## src/rtl/accum_unit.sv

```systemverilog
// 16-bit running-sum accumulator with a five-chain scan path through the accumulator register.
// S and scan_out* are taken straight from the register, so W never reaches S combinationally.
module accum_unit (
  input  logic        clk,
  input  logic        reset,
  input  logic [15:0] W,
  output logic [15:0] S,
  input  logic        scan_in0,
  input  logic        scan_in1,
  input  logic        scan_in2,
  input  logic        scan_in3,
  input  logic        scan_in4,
  input  logic        scan_enable,
  input  logic        test_mode,
  output logic        scan_out0,
  output logic        scan_out1,
  output logic        scan_out2,
  output logic        scan_out3,
  output logic        scan_out4
);

  logic [15:0] acc_q;
  logic [15:0] acc_d;
  logic [15:0] sum;
  logic [15:0] shift_val;

  // test_mode is a DFT marker only; it is deliberately not decoded anywhere
  logic unused_test_mode;
  assign unused_test_mode = test_mode;

  // The only adder: modulo-2^16 wrap on overflow, with no flag
  assign sum = acc_q + W;

  // Each chain moves from its low bit toward its high bit; the high bit feeds scan_out
  assign shift_val = {acc_q[14:13], scan_in4,
                      acc_q[11:10], scan_in3,
                      acc_q[8:7],   scan_in2,
                      acc_q[5:4],   scan_in1,
                      acc_q[2:0],   scan_in0};

  always_comb begin
    acc_d = acc_q;
    if (reset)            acc_d = 16'h0000;
    else if (scan_enable) acc_d = shift_val;
    else                  acc_d = sum;
  end

  always_ff @(posedge clk) begin
    acc_q <= acc_d;
  end

  assign S         = acc_q;
  assign scan_out0 = acc_q[3];
  assign scan_out1 = acc_q[6];
  assign scan_out2 = acc_q[9];
  assign scan_out3 = acc_q[12];
  assign scan_out4 = acc_q[15];

endmodule

```

## config.mk

```make
export PLATFORM = sky130hd
export DESIGN_NAME = accum_unit
export DESIGN_NICKNAME = d
export VERILOG_FILES = /design/src/rtl/accum_unit.sv
export SDC_FILE = /design/constraint.sdc
export NUM_CORES = 1
export LEC_CHECK = 0
export ABC_AREA = 0
export CAP_MARGIN = 20
export CELL_PAD_IN_SITES_DETAIL_PLACEMENT = 0
export CELL_PAD_IN_SITES_GLOBAL_PLACEMENT = 2
export CORE_ASPECT_RATIO = 1.1
export CORE_MARGIN = 4
export CORE_UTILIZATION = 26
export CTS_CLUSTER_SIZE = 40
export DETAILED_ROUTE_END_ITERATION = 10
export PLACE_DENSITY_LB_ADDON = 0.3
export SYNTH_ARGS = -nofsm -noshare
export SYNTH_HDL_FRONTEND = slang
export SYNTH_SLANG_ARGS = --single-unit
```

## constraint.sdc

```tcl
create_clock -name clk -period 2.85 [get_ports clk]
set_clock_uncertainty 0.05 [all_clocks]
set_input_delay 0.4275 -clock clk [delete_from_list [all_inputs] [get_ports clk]]
set_output_delay 0.4275 -clock clk [all_outputs]
set_load 0.1 [all_outputs]
```

==> results of run 1 <==
## worst paths after layout
kind | startpoint | endpoint | slack [ns] | cells past startpoint
hold / removal | S[7] | S[8] | 0.44 | 2
setup reg to reg | S[0] | S[12] | 0.47 | 8
setup / recovery | W[0] | S[12] | 0.25 | 9
hold reg to reg | S[7] | S[8] | 0.44 | 2
## stage by stage
step	instance area (sq um)	hold slack, ns	utilization [%]	std cells
2_1_floorplan	1370	0.457	-	164
3_3_place_gp	1830	0.432	36.1	265
3_5_place_dp	1830	0.431	36.1	265
4_1_cts	1880	0.442	37.2	269
5_1_grt	1880	0.475	37.2	269
6_report	1880	0.436	37.2	269
## cell type report
cell class              count  area (sq um)  share of cell area, %
clock buffers               4          55.1                   2.92
flip-flops and latches     16           320                   17.0
multi-input cells         132           947                   50.3
inverters                   3          11.3                  0.598
repair buffers             56           478                   25.4
well taps                  58          72.6                   3.85
## layer usage
layer,track usage [%],part of all wire (%)
met4,4.69,1.5
met5,0,0
met2,19.9,48
met3,2.92,5.6
met1,14.6,45
## cell usage after synthesis (all sizes together)
| library cell | instances | area, sq um |
|---|---|---|
| and3b | 1 | 8.76 |
| and2 | 1 | 6.26 |
| a311oi | 1 | 8.76 |
| fa | 1 | 20.0 |
| nand3 | 2 | 10.0 |
| o21bai | 2 | 15.0 |
| a221oi | 2 | 17.5 |
| a31o | 1 | 8.76 |
| nand2 | 14 | 52.6 |
| clkbuf | 5 | 33.8 |
| dfxtp | 16 | 320 |
| a22o | 3 | 26.3 |
| buf | 8 | 56.3 |
| a21o | 4 | 30.0 |
| o31ai | 1 | 7.51 |
| a21oi | 15 | 75.1 |
| nor2b | 5 | 31.3 |
| or3 | 1 | 6.26 |
| o2111ai | 2 | 17.5 |
| nor3 | 3 | 15.0 |
| o311ai | 1 | 8.76 |
| nor2 | 20 | 75.1 |
| inv | 3 | 11.3 |
| a31oi | 2 | 12.5 |
| o211ai | 5 | 56.3 |
| o31a | 1 | 8.76 |
| nand4 | 2 | 12.5 |
| o21ai | 4 | 20.0 |
| mux2i | 5 | 50.1 |
| and3 | 2 | 13.8 |
| a22oi | 1 | 7.51 |
| xor2 | 5 | 43.8 |
| o21a | 1 | 7.51 |
| a2111oi | 1 | 15.0 |
| or4b | 1 | 10.0 |
| xnor2 | 7 | 61.3 |
| ha | 15 | 188 |
## logic make-up after synthesis
kind of cell	count (synthesis)	share of synthesized area (%)
DFF	16	23.4
and+or+nand+nor	52	17.6
xor gates and xnor gates	12	7.68
buffers and inverters	16	7.40
AOI/OAI and AO/OA	47	25.0
adders and majority gates	16	15.2
muxes	5	3.66
## worst min-delay path, stage by stage (launching register included)
cell and delay [ns]:
dfxtp_1 0.33, nand2_1 0.06, o21ai_0 0.06
## cell usage in the layout, fill, tap and decap left out, drive strengths merged, types with 2 or more instances in the layout
cell type and instances:
buf 33, clkdlybuf4s50 23, nor2 20, dfxtp 16, a21oi 15, ha 15
nand2 14, xnor2 7, xor2 5, mux2i 5, nor2b 5, o211ai 5
a21o 4, o21ai 4, clkbuf 4, inv 3, nor3 3, a22o 3
a221oi 2, nand3 2, nand4 2, o2111ai 2, o21bai 2, a31oi 2
and3 2
## power breakdown
part | internal (W) | switching (W)
clock network | 0.000123 | 0.0000913
logic | 0.000246 | 0.000525
registers | 0.000256 | 0.0000262
total | 0.000624 | 0.000643
==> qor.csv, run 1 <==
metric,value,unit
status,completed,
critPathTopFamily,compound AO/OA/AOI/OAI gates,
grt_usage,11.9,%
rsz0062_at_grt,no,
crit_path_start_kind,input pin,
setup_viol,0,
cts_sinks,16,
nFillCells,543,
critPathKind,in -> reg,
synth-seq-cells,16,
fp.dieH,84.1,um
drv_slew,0,
num-nets-final,253,
hold_class,reg -> reg,
grt_max_degree,16,
fin_crit_sh,91.3,%
vias,1334,
worstPathArrival,2.70,ns
fmax,0.385,GHz
rows,27,
synthDistinctLibCells,42,
path_max_fanout,3,
ctsHoldBuffers,0,
crit_required,2.95,ns
finalSetupTns,0,ns
diodes,0,
ys_warn_count,0,
syn-cell-area,1370,sq um
htree_levels,1,
cts-root-buf,clkbuf_8,
leakage,0.845,nW
setup_ws,0.249,ns
place_worst_setup_slack,0.00127,ns
grt_pass1_wl,6290,um
vias_per_cell,4.96,
drv_cap,0,
ant_nets,0,
overflow,0,
hold_viol,0,
critPathMaxStageDelay,0.42,ns
drc_errors,0,
cts_buffers,3,
core,5070,sq um
tightest_slew,0.454,ns
cts_tree,built,
cp_slowest_cell,fa_1,
clock_latency,0.25,ns
first_pass_iters,4,
power,0.00127,W
port_buffers,44,
area_growth,37.7,%
synth_nets,205,
clk_pin_slew,0.07,ns
wl_per_cell,14.0,um
relSlewSlack,69.4,%
grt_pass1_vias,1357,
path_cells,clkdlybuf4s50_1 > ha_1 > fa_1 > a21o_1 > a22oi_1 > o21ai_0 > a221oi_1 > xnor2_1 > a22o_1,
ir_worst_vdd,0.293,mV
end_kind,register,
pin_count,46,
die_w,77.2,um
routed_wl,3770,um
globalplace.congestion,0.878,
drive_gt1_share,19.9,%
yosysSeqAreaShare,23.4,%
largest_reg_flops,16,
post_cts_buffers,0,
hpwl,3070,um
drt_iter0_drc,55,
cellPowerDensity,672,nW/um^2
ctsResizeCount,0,
path_buf_inv,1,
antenna_found_initial,0,
syn_inst,164,
initial_core_util,27.0,%
clock_path_buffers,2,
layout_min_cycle_time,2.60,ns
avgSynthCellArea,8.35,sq um
die_area,6490,sq um
(Power assumes the default switching activity.)
==> run 2: changes to the inputs <==
Settings changed: SLEW_MARGIN set to 20.
==> results of run 2 <==
The final DEF is identical to that of run 1; final timing and power are the same.
==> run 3: changes to the inputs <==
==> constraint.sdc (replaced) <==
create_clock -name clk -period 2.85 [get_ports clk]
set_clock_uncertainty 0.05 [all_clocks]
set_input_delay 0.57 -clock clk [delete_from_list [all_inputs] [get_ports clk]]
set_output_delay 0.57 -clock clk [all_outputs]
set_load 0.1 [all_outputs]
==> qor.csv, run 3 (synthesis gave the netlist of run 1 again) <==
metric,value,unit,change
layout_min_cycle_time,2.70,ns,+0.0957 ns
ctsResizeCount,0,,unchanged
hold_class,reg -> reg,,
grt_max_degree,15,,-1
drc_errors,0,,unchanged
drv_cap,0,,unchanged
nFillCells,537,,-1.1%
wl_per_cell,14.0,um,+0.32%
p_int,0.000595,W,-4.8%
status,completed,,
setup_viol,0,,unchanged
antenna_found_initial,0,,unchanged
cts_tree,built,,
p_seq_share,22.9,%,+0.6 points
seq_area,320,sq um,unchanged
die_w,77.2,um,unchanged
cp_slowest_cell,fa_1,,
drt_iter0_drc,53,,-3.6%
power.switching,0.000637,W,-0.86%
overflow,0,,unchanged
combPwrFrac,62.4,%,+1.6 points
final_cells,267,,-0.74%
clk_pin_slew,0.07,ns,about the same
cts-root-buf,clkbuf_8,,
drv_slew,0,,unchanged
initial_core_util,27.0,%,unchanged
hold_viol,0,,unchanged
multiInputGateArea,947,sq um,unchanged
vias,1341,,+0.52%
diodes,0,,unchanged
cts_sinks,16,,unchanged
drive_gt1_share,19.1,%,-0.77 points
cellPowerDensity,661,nW/um^2,-1.7%
port_buffers,44,,unchanged
htree_levels,1,,unchanged
leakage,0.833,nW,-1.4%
hpwl,3050,um,-0.69%
end_kind,register,,
area_growth,36.1,%,
cts_buffers,3,,unchanged
grt_pass1_wl,6490,um,+3.2%
crit_required,2.94,ns,about the same
ir_worst_vdd,0.201,mV,-31%
path_cells,clkdlybuf4s50_1 > ha_1 > fa_1 > a21o_1 > a22oi_1 > o21ai_0 > a221oi_1 > xnor2_1 > a22o_1,,
fin_crit_sh,94.6,%,+3.4 points
grt_usage,12.3,%,+0.36 points
vias_per_cell,5.02,,+1.3%
crit_path_start_kind,input pin,,
globalplace.congestion,0.844,,-3.9%
tightest_slew,0.462,ns,+0.00771 ns
core,5070,sq um,unchanged
routed_wl,3750,um,-0.42%
fmax,0.371,GHz,-3.5%
clock_latency,0.25,ns,about the same
post_cts_buffers,0,,unchanged
final_common_cell,buf_4,,
first_pass_iters,4,,unchanged
largest_reg_flops,16,,unchanged
switching_share,51.7,%,+1.0 points
critPathTopFamily,compound AO/OA/AOI/OAI gates,,
mostFrequentLayoutCells,"buf_4 (32), clkdlybuf4s50_1 (23), nor2_1 (20)",,
fin_hold_ws,0.451,ns,+0.0150 ns
num-nets-final,252,,-0.40%
pin_count,46,,unchanged
critPathMaxStageDelay,0.42,ns,about the same
path_max_fanout,3,,unchanged
die_area,6490,sq um,unchanged
grt_pass1_vias,1378,,+1.5%
clock_power_share,14.7,%,-2.2 points
clock_path_buffers,2,,unchanged
fp.dieH,84.1,um,unchanged
ant_nets,0,,unchanged
rows,27,,unchanged
place_inst,264,,-0.38%
critPathKind,in -> reg,,
rsz0062_at_grt,no,,
ctsHoldBuffers,0,,unchanged
worstPathArrival,2.79,ns,+0.09 ns
path_buf_inv,1,,unchanged
relSlewSlack,68.9,%,-0.52 points
run 3: changes by cell type in the layout (fill, tap and decap cells not counted), sizes merged:
cell | previous run | this run
buf | 33 | 32
clkbuf | 4 | 3
run 3: final timing paths:
path                            startpoint  endpoint  slack [ns]  cells past startpoint
worst max register to register        S[0]     S[12]        0.54                      8
worst max-delay path                  W[0]     S[12]        0.15                      9
worst min register to register        S[7]      S[8]        0.45                      2
worst min-delay path                  S[7]      S[8]        0.45                      2
run 3: per-stage QoR:
| stage | instance area, sq um | setup slack (ns) | total power (W) | TNS (ns) | utilization [%] |
|---|---|---|---|---|---|
| 3_3_place_gp | 1820 | -0.0837 | 0.00106 | -0.0837 | 36.0 |
| 3_5_place_dp | 1820 | -0.105 | 0.00106 | -0.105 | 36.0 |
| 4_1_cts | 1860 | 0.159 | 0.00125 | 0 | 36.8 |
| 6_report | 1860 | 0.154 | 0.00123 | 0 | 36.8 |
| 2_1_floorplan | 1370 | 0.0480 | 0.000885 | 0 | - |
| 5_1_grt | 1860 | 0.00490 | 0.00132 | 0 | 36.8 |
run 3: power by group through the flow:
stage	Clock, W	Sequential (W)	Combinational [W]
2_1_floorplan	0	0.000512	0.000374
3_3_place_gp	0	0.000286	0.000773
3_5_place_dp	0	0.000288	0.000773
4_1_cts	0.000194	0.000283	0.000775
5_1_grt	0.000204	0.000288	0.000825
6_report	0.000181	0.000282	0.000769
run 3: area by class of cell:
cell class	instances	area share (%)
multi-input cells	132	50.8
repair buffers	55	25.3
flip-flops and latches	16	17.2
well taps	58	3.90
clock buffers	3	2.22
inverters	3	0.604
run 3: worst register-to-register path, delay by kind of cell, from the launching register on:
family	cells	cell delay (ns)
adders and majority gates	2	0.64
DFF	1	0.33
AOI/OAI and AO/OA	5	1.08
xor gates and xnor gates	1	0.10
run 3: metal layers:
| layer | GRT usage (%) | wire length, um | share of wire [%] | vias to the layer above |
|---|---|---|---|---|
| met5 | 0 | 0 | 0 | - |
| met4 | 4.85 | 59 | 1.6 | 0 |
| met3 | 2.70 | 192 | 5.1 | 6 |
| met2 | 20.3 | 1820 | 48 | 40 |
| met1 | 15.4 | 1680 | 45 | 612 |
| li1 | - | - | - | 683 |
